[src/rtl/cga_alu_dbr_seq_if.sv]
`default_nettype none
// ---------------------------------------------------------------------------
// Module   : cga_alu_dbr_seq_if
// Purpose  : Bundle of the request/data/handshake signals between the
//            requesting units, the DBR consumer and the DBR load sequencer.
// Revision : 1.0  initial release
// ---------------------------------------------------------------------------
interface cga_alu_dbr_seq_if #(
  parameter int WIDTH = 16
);
  logic [2:0]       REQ;
  logic [WIDTH-1:0] D0_15_0;
  logic [WIDTH-1:0] D1_15_0;
  logic [WIDTH-1:0] D2_15_0;
  logic             STALL;
  logic             DBRTAKE;
  logic [WIDTH-1:0] CD_15_0;
  logic             LDDBRN;
  logic [2:0]       GNT;
  logic             DBRVALID;
  logic [1:0]       DBRSRC;

  // Requesters and the DBR consumer.
  modport master (
    output REQ, D0_15_0, D1_15_0, D2_15_0, STALL, DBRTAKE,
    input  CD_15_0, LDDBRN, GNT, DBRVALID, DBRSRC
  );

  // The sequencer itself.
  modport slave (
    input  REQ, D0_15_0, D1_15_0, D2_15_0, STALL, DBRTAKE,
    output CD_15_0, LDDBRN, GNT, DBRVALID, DBRSRC
  );
endinterface
`default_nettype wire

[src/rtl/cga_alu_dbr_seq.sv]
`default_nettype none
// ---------------------------------------------------------------------------
// Module   : cga_alu_dbr_seq
// Purpose  : DBR load sequencer. Round-robin arbitration of three CD-bus
//            sources (memory, I/O, literal) into the single data bus
//            register, driving the registered CD word and active-low
//            LDDBRN strobe, and tracking DBR occupancy against DBRTAKE.
// Revision : 1.0  initial release
// ---------------------------------------------------------------------------
module cga_alu_dbr_seq #(
  parameter int WIDTH = 16
) (
  input  wire logic         ALUCLK,
  input  wire logic         RESET,
  cga_alu_dbr_seq_if.slave  bus
);

  // LOADING is the only real state: the cycle in which LDDBRN is low.
  typedef enum logic [0:0] {
    ST_IDLE = 1'b0,
    ST_LOAD = 1'b1
  } state_t;

  state_t           state_q;
  logic             lddbrn_q;
  logic [2:0]       gnt_q;
  logic [WIDTH-1:0] cd_q;
  logic             valid_q;
  logic [1:0]       dbrsrc_q;
  logic [1:0]       src_q;
  logic [1:0]       ptr_q;

  logic [2:0]       elig_d;
  logic             grant_d;
  logic [1:0]       sel_d;
  logic [1:0]       ptr_d;
  logic [2:0]       onehot_d;
  logic [WIDTH-1:0] data_d;
  logic [1:0]       cand1;
  logic [1:0]       cand2;

  // Modulo-3 increment of a requester index.
  function automatic logic [1:0] inc3(input logic [1:0] v);
    return (v == 2'd2) ? 2'd0 : v + 2'd1;
  endfunction

  // Bit of a 3-bit vector selected by a requester index.
  function automatic logic bit3(input logic [2:0] v, input logic [1:0] i);
    logic r;
    case (i)
      2'd0:    r = v[0];
      2'd1:    r = v[1];
      2'd2:    r = v[2];
      default: r = 1'b0;
    endcase
    return r;
  endfunction

  // A requester still holding REQ during its own grant pulse is not eligible.
  assign elig_d = bus.REQ & ~gnt_q;

  // Round-robin pick starting at PTR, plus the overall grant decision.
  always_comb begin
    cand1    = inc3(ptr_q);
    cand2    = inc3(cand1);
    sel_d    = ptr_q;
    if (bit3(elig_d, ptr_q)) begin
      sel_d = ptr_q;
    end else if (bit3(elig_d, cand1)) begin
      sel_d = cand1;
    end else begin
      sel_d = cand2;
    end
    // Never start a load while one is in flight or while the DBR holds an
    // unconsumed word that is not being taken at this edge.
    grant_d  = !bus.STALL && (state_q == ST_IDLE) &&
               (!valid_q || bus.DBRTAKE) && (elig_d != 3'b000);
    ptr_d    = inc3(sel_d);
    onehot_d = 3'b000;
    data_d   = bus.D0_15_0;
    case (sel_d)
      2'd1: begin
        onehot_d = 3'b010;
        data_d   = bus.D1_15_0;
      end
      2'd2: begin
        onehot_d = 3'b100;
        data_d   = bus.D2_15_0;
      end
      default: begin
        onehot_d = 3'b001;
        data_d   = bus.D0_15_0;
      end
    endcase
  end

  // Sequencer state, grant/strobe outputs and DBR occupancy tracking.
  always_ff @(posedge ALUCLK) begin
    if (RESET) begin
      state_q  <= ST_IDLE;
      lddbrn_q <= 1'b1;
      gnt_q    <= 3'b000;
      cd_q     <= '0;
      valid_q  <= 1'b0;
      dbrsrc_q <= 2'd0;
      src_q    <= 2'd0;
      ptr_q    <= 2'd0;
    end else begin
      state_q  <= ST_IDLE;
      lddbrn_q <= 1'b1;
      gnt_q    <= 3'b000;

      // The DBR captures CD on the load-complete edge; a take only empties
      // it when no load lands on the same edge.
      if (state_q == ST_LOAD) begin
        valid_q  <= 1'b1;
        dbrsrc_q <= src_q;
      end else if (valid_q && bus.DBRTAKE) begin
        valid_q  <= 1'b0;
      end

      if (grant_d) begin
        state_q  <= ST_LOAD;
        lddbrn_q <= 1'b0;
        gnt_q    <= onehot_d;
        cd_q     <= data_d;
        src_q    <= sel_d;
        ptr_q    <= ptr_d;
      end
    end
  end

  assign bus.CD_15_0  = cd_q;
  assign bus.LDDBRN   = lddbrn_q;
  assign bus.GNT      = gnt_q;
  assign bus.DBRVALID = valid_q;
  assign bus.DBRSRC   = dbrsrc_q;

endmodule
`default_nettype wire

[src/flat_wrapper.sv]
// flat-port wrapper written by rule: the top's interface ports become plain ports
module cga_alu_dbr_seq_flat 
#(
  parameter int WIDTH = 16
)
  (ALUCLK, RESET, bus_REQ, bus_D0_15_0, bus_D1_15_0, bus_D2_15_0, bus_STALL, bus_DBRTAKE, bus_CD_15_0, bus_LDDBRN, bus_GNT, bus_DBRVALID, bus_DBRSRC);
  cga_alu_dbr_seq_if #(.WIDTH(WIDTH)) bus_i ();
  input  wire logic ALUCLK;
  input  wire logic RESET;
  input wire logic [$bits(bus_i.REQ)-1:0] bus_REQ;
  input wire logic [$bits(bus_i.D0_15_0)-1:0] bus_D0_15_0;
  input wire logic [$bits(bus_i.D1_15_0)-1:0] bus_D1_15_0;
  input wire logic [$bits(bus_i.D2_15_0)-1:0] bus_D2_15_0;
  input wire logic [$bits(bus_i.STALL)-1:0] bus_STALL;
  input wire logic [$bits(bus_i.DBRTAKE)-1:0] bus_DBRTAKE;
  output wire logic [$bits(bus_i.CD_15_0)-1:0] bus_CD_15_0;
  output wire logic [$bits(bus_i.LDDBRN)-1:0] bus_LDDBRN;
  output wire logic [$bits(bus_i.GNT)-1:0] bus_GNT;
  output wire logic [$bits(bus_i.DBRVALID)-1:0] bus_DBRVALID;
  output wire logic [$bits(bus_i.DBRSRC)-1:0] bus_DBRSRC;
  assign bus_i.REQ = bus_REQ;
  assign bus_i.D0_15_0 = bus_D0_15_0;
  assign bus_i.D1_15_0 = bus_D1_15_0;
  assign bus_i.D2_15_0 = bus_D2_15_0;
  assign bus_i.STALL = bus_STALL;
  assign bus_i.DBRTAKE = bus_DBRTAKE;
  assign bus_CD_15_0 = bus_i.CD_15_0;
  assign bus_LDDBRN = bus_i.LDDBRN;
  assign bus_GNT = bus_i.GNT;
  assign bus_DBRVALID = bus_i.DBRVALID;
  assign bus_DBRSRC = bus_i.DBRSRC;
  cga_alu_dbr_seq #(.WIDTH(WIDTH)) u_core (.ALUCLK(ALUCLK), .RESET(RESET), .bus(bus_i));
endmodule
[config.mk]
export PLATFORM = sky130hd
export DESIGN_NAME = cga_alu_dbr_seq_flat
export DESIGN_NICKNAME = d
export VERILOG_FILES = /design/src/rtl/cga_alu_dbr_seq_if.sv /design/src/rtl/cga_alu_dbr_seq.sv /design/src/flat_wrapper.sv
export SDC_FILE = /design/constraint.sdc
export NUM_CORES = 1
export LEC_CHECK = 0
export ABC_AREA = 1
export CAP_MARGIN = 20
export CORE_MARGIN = 2
export CORE_UTILIZATION = 39
export CTS_BUF_LIST = sky130_fd_sc_hd__clkbuf_4 sky130_fd_sc_hd__clkbuf_8 sky130_fd_sc_hd__clkbuf_16
export CTS_CLUSTER_SIZE = 28
export DETAILED_ROUTE_END_ITERATION = 8
export PLACE_DENSITY = 0.77
export SYNTH_ARGS = -nofsm -noshare
export SYNTH_HDL_FRONTEND = slang
export SYNTH_SLANG_ARGS = --single-unit
export TNS_END_PERCENT = 50
[constraint.sdc]
create_clock -name ALUCLK -period 2.65 [get_ports ALUCLK]
set_input_delay 0.53 -clock ALUCLK [delete_from_list [all_inputs] [get_ports ALUCLK]]
set_output_delay 0.53 -clock ALUCLK [all_outputs]
set_load 0.02 [all_outputs]
==> impl_metrics.toml <==
[min_path]
hold_path_class = "flop to flop"
hold_path_depth = 2

[timing]
max_freq_ghz = 0.438
rsz0062_at_grt = "no"
setup_slack_ps = 369
fin_setup_tns_ps = 0
finalSetupViolCount = 0
period_share = 0.861
hold_violations = 0
relSlewSlack = 0.637
fin_worst_skew_ps = 1.37
period_minus_slack_ps = 2280
slew_violations = 0
tightest_slew_ps = 545

[worst_setup_path]
worstPathRequired_ps = 2880
rrSetupSlack_ps = 640
crit_path_start_kind = "primary input"
reg2reg_depth = 12
reg2reg_from = "u_core.ptr_q[0]"
r2r_end = "u_core.bus.CD_15_0[2]"
end_kind = "flop"
crit_type = "primary input to flop"
path_max_fanout = 16
critPathLaunch = "bus_REQ[1]"
crit_arrival_ps = 2510
endpoint = "u_core.bus.CD_15_0[2]"

[route]
avgRoutedWirePerCell_um = 10.4
firstDrtPassIters = 4
drc = 0
wirelength_mm = 3.64
routed_via_density = 4.48
drt_iter0_drc = 56
ant_nets = 0
num_vias = 1564

[final_layout]
final_area_mm2 = 0.00233
ff_latch_area_um2 = 561
final_nets = 362
fin_util = 0.636
multiInputGateArea_um2 = 764
area_growth_syn_to_layout_pct = 57.6
fillCellCount = 357
n_antenna_cell = 0
drive_gt1_frac = 0.0532

[cts]
cts.sinks = 28
clock_latency_ps = 280
numCtsBuffers = 3
cts_resized = 0
tritoncts = "yes"
path_clk_slew_ps = 100
h-tree-depth = 1
cts-root-buf = "clkbuf_8"
postCtsHoldBufs = 0
clock_path_buffers = 2
cts_setup_buffers = 0

[pwr]
p_per_area_mw_per_mm2 = 683
power_leakage_nw = 1.04
vdd_drop_max_mv = 0.280

[logic_synthesis]
synth_area_leaders = "dfxtp_1 (38%), nand2_1 (26%), nor2_1 (7.9%), a31oi_1 (6.8%), inv_1 (4.3%)"
synth_cells = 229
synth_flop_cell = "dfxtp_1"
syn_area_per_cell_um2 = 6.45
syn_area_mm2 = 0.00148
synth_edf_count = 0
yosysTopAreaCellShare = 0.379
yosysTopAreaCell = "dfxtp_1"
yosysWarnings = 0
ys_ff_latch = 28
synth_cell_types = 21
yosysMostFrequentCell = "nand2_1"
synth_nets = 289
synthTopCellsByCount = "nand2_1 (103), nor2_1 (31), dfxtp_1 (28)"
async_flop_share = 0
ys_seq_area_frac = 0.379

[placed_design]
post_dp_cell_area_mm2 = 0.00226
io_buffers = 77
dp_hpwl_mm = 2.82
place.gp.congestion = 0.867
place_ws_ps = 72.9

[die]
ioPinCount = 78
start_util = 0.404
rows = 22
dieHeight_um = 65.6
die_area_mm2 = 0.00430
core_mm2 = 0.00366
fp.dieW_um = 65.6

[grt]
grt_max_degree = 34
overflow = 0
grt.total_usage = 0.183
grt_pass1_vias = 1474
grt_pass1_wl_mm = 6.21
antenna_found_initial = 0

[outcome]
outcome = "finished, final reports clean"

[run]
maxCapViolCount = 0
==> critical path, stage by stage <==
cell	delay [ps]
clkdlybuf4s50_1	410
nand2_2	100
inv_1	50
nand2_1	70
nand2_1	60
nor2_1	90
nand2_1	80
nand2_1	130
ha_1	530
nand2_1	90
a31oi_1	190
nand2_1	80
nand2_1	90
==> layer usage <==
metal  GRT usage  up-vias  part of all wire
li1            -      846                 -
met1       0.197      664              0.40
met2       0.348       51              0.51
met3      0.0497        3             0.077
met4      0.0469        0            0.0058
met5           0        -                 0
==> registers in the layout (all words and copies together), names as in the netlist <==
name / count
u_core.bus.CD_15_0: 16
u_core.bus.DBRSRC: 2
u_core.bus.DBRVALID: 1
u_core.bus.GNT: 3
u_core.bus.LDDBRN: 1
u_core.ptr_q: 2
u_core.src_q: 2
u_core.state_q: 1
==> layout by cell type, fill, tap and decap left out, drive strengths merged <==
cell type and count:
nand2 108, clkdlybuf4s50 77, nor2 33, dfxtp 28
inv 19, a31oi 16, ha 5, o21ai 4
nand3 4, clkbuf 3, buf 2, a21oi 1
bufinv 1
==> through the flow <==
stage | cells | total power, mW | hold WS, ps
2_1_floorplan | 229 | 0.991 | 427
3_3_place_gp | 345 | 1.26 | 430
3_5_place_dp | 345 | 1.27 | 434
4_1_cts | 349 | 1.61 | 454
5_1_grt | 349 | 1.71 | 466
6_report | 349 | 1.59 | 449
==> report_power, final <==
part / leakage, nW / internal (mW) / switching [mW]
Clock: 0.0357 / 0.202 / 0.137
Combinational: 0.775 / 0.344 / 0.384
Sequential: 0.229 / 0.486 / 0.0352
==> cells by family (layout without fill, tap and decap cells) <==
| kind of cell | count (synthesis) | count (layout) | synth area share |
|---|---|---|---|
| and+or+nand+nor | 145 | 145 | 0.390 |
| adders and majority gates | 5 | 5 | 0.0423 |
| DFF | 28 | 28 | 0.379 |
| AOI/OAI and AO/OA | 21 | 21 | 0.0847 |
| buffers and inverters | 30 | 102 | 0.103 |
==> worst min-delay path by stage <==
stage                               start                    end  slack [ps]
global route        u_core.bus.CD_15_0[1]  u_core.bus.CD_15_0[1]         470
global placement    u_core.bus.CD_15_0[2]  u_core.bus.CD_15_0[2]         430
detailed placement  u_core.bus.CD_15_0[4]  u_core.bus.CD_15_0[4]         430
finish              u_core.bus.CD_15_0[1]  u_core.bus.CD_15_0[1]         450
floorplan                 u_core.src_q[0]        u_core.src_q[0]         430
CTS                 u_core.bus.CD_15_0[1]  u_core.bus.CD_15_0[1]         450
==> final cells by class <==
cell class                      count  area share
Sequential cell                    28       0.241
Clock buffer                        3      0.0177
Tap cell                           48      0.0258
Clock inverter                      1      0.0129
Multi-Input combinational cell    171       0.328
Inverter                           19      0.0317
Timing Repair Buffer               79       0.343
No activity file was read; power rests on OpenSTA's default activity.
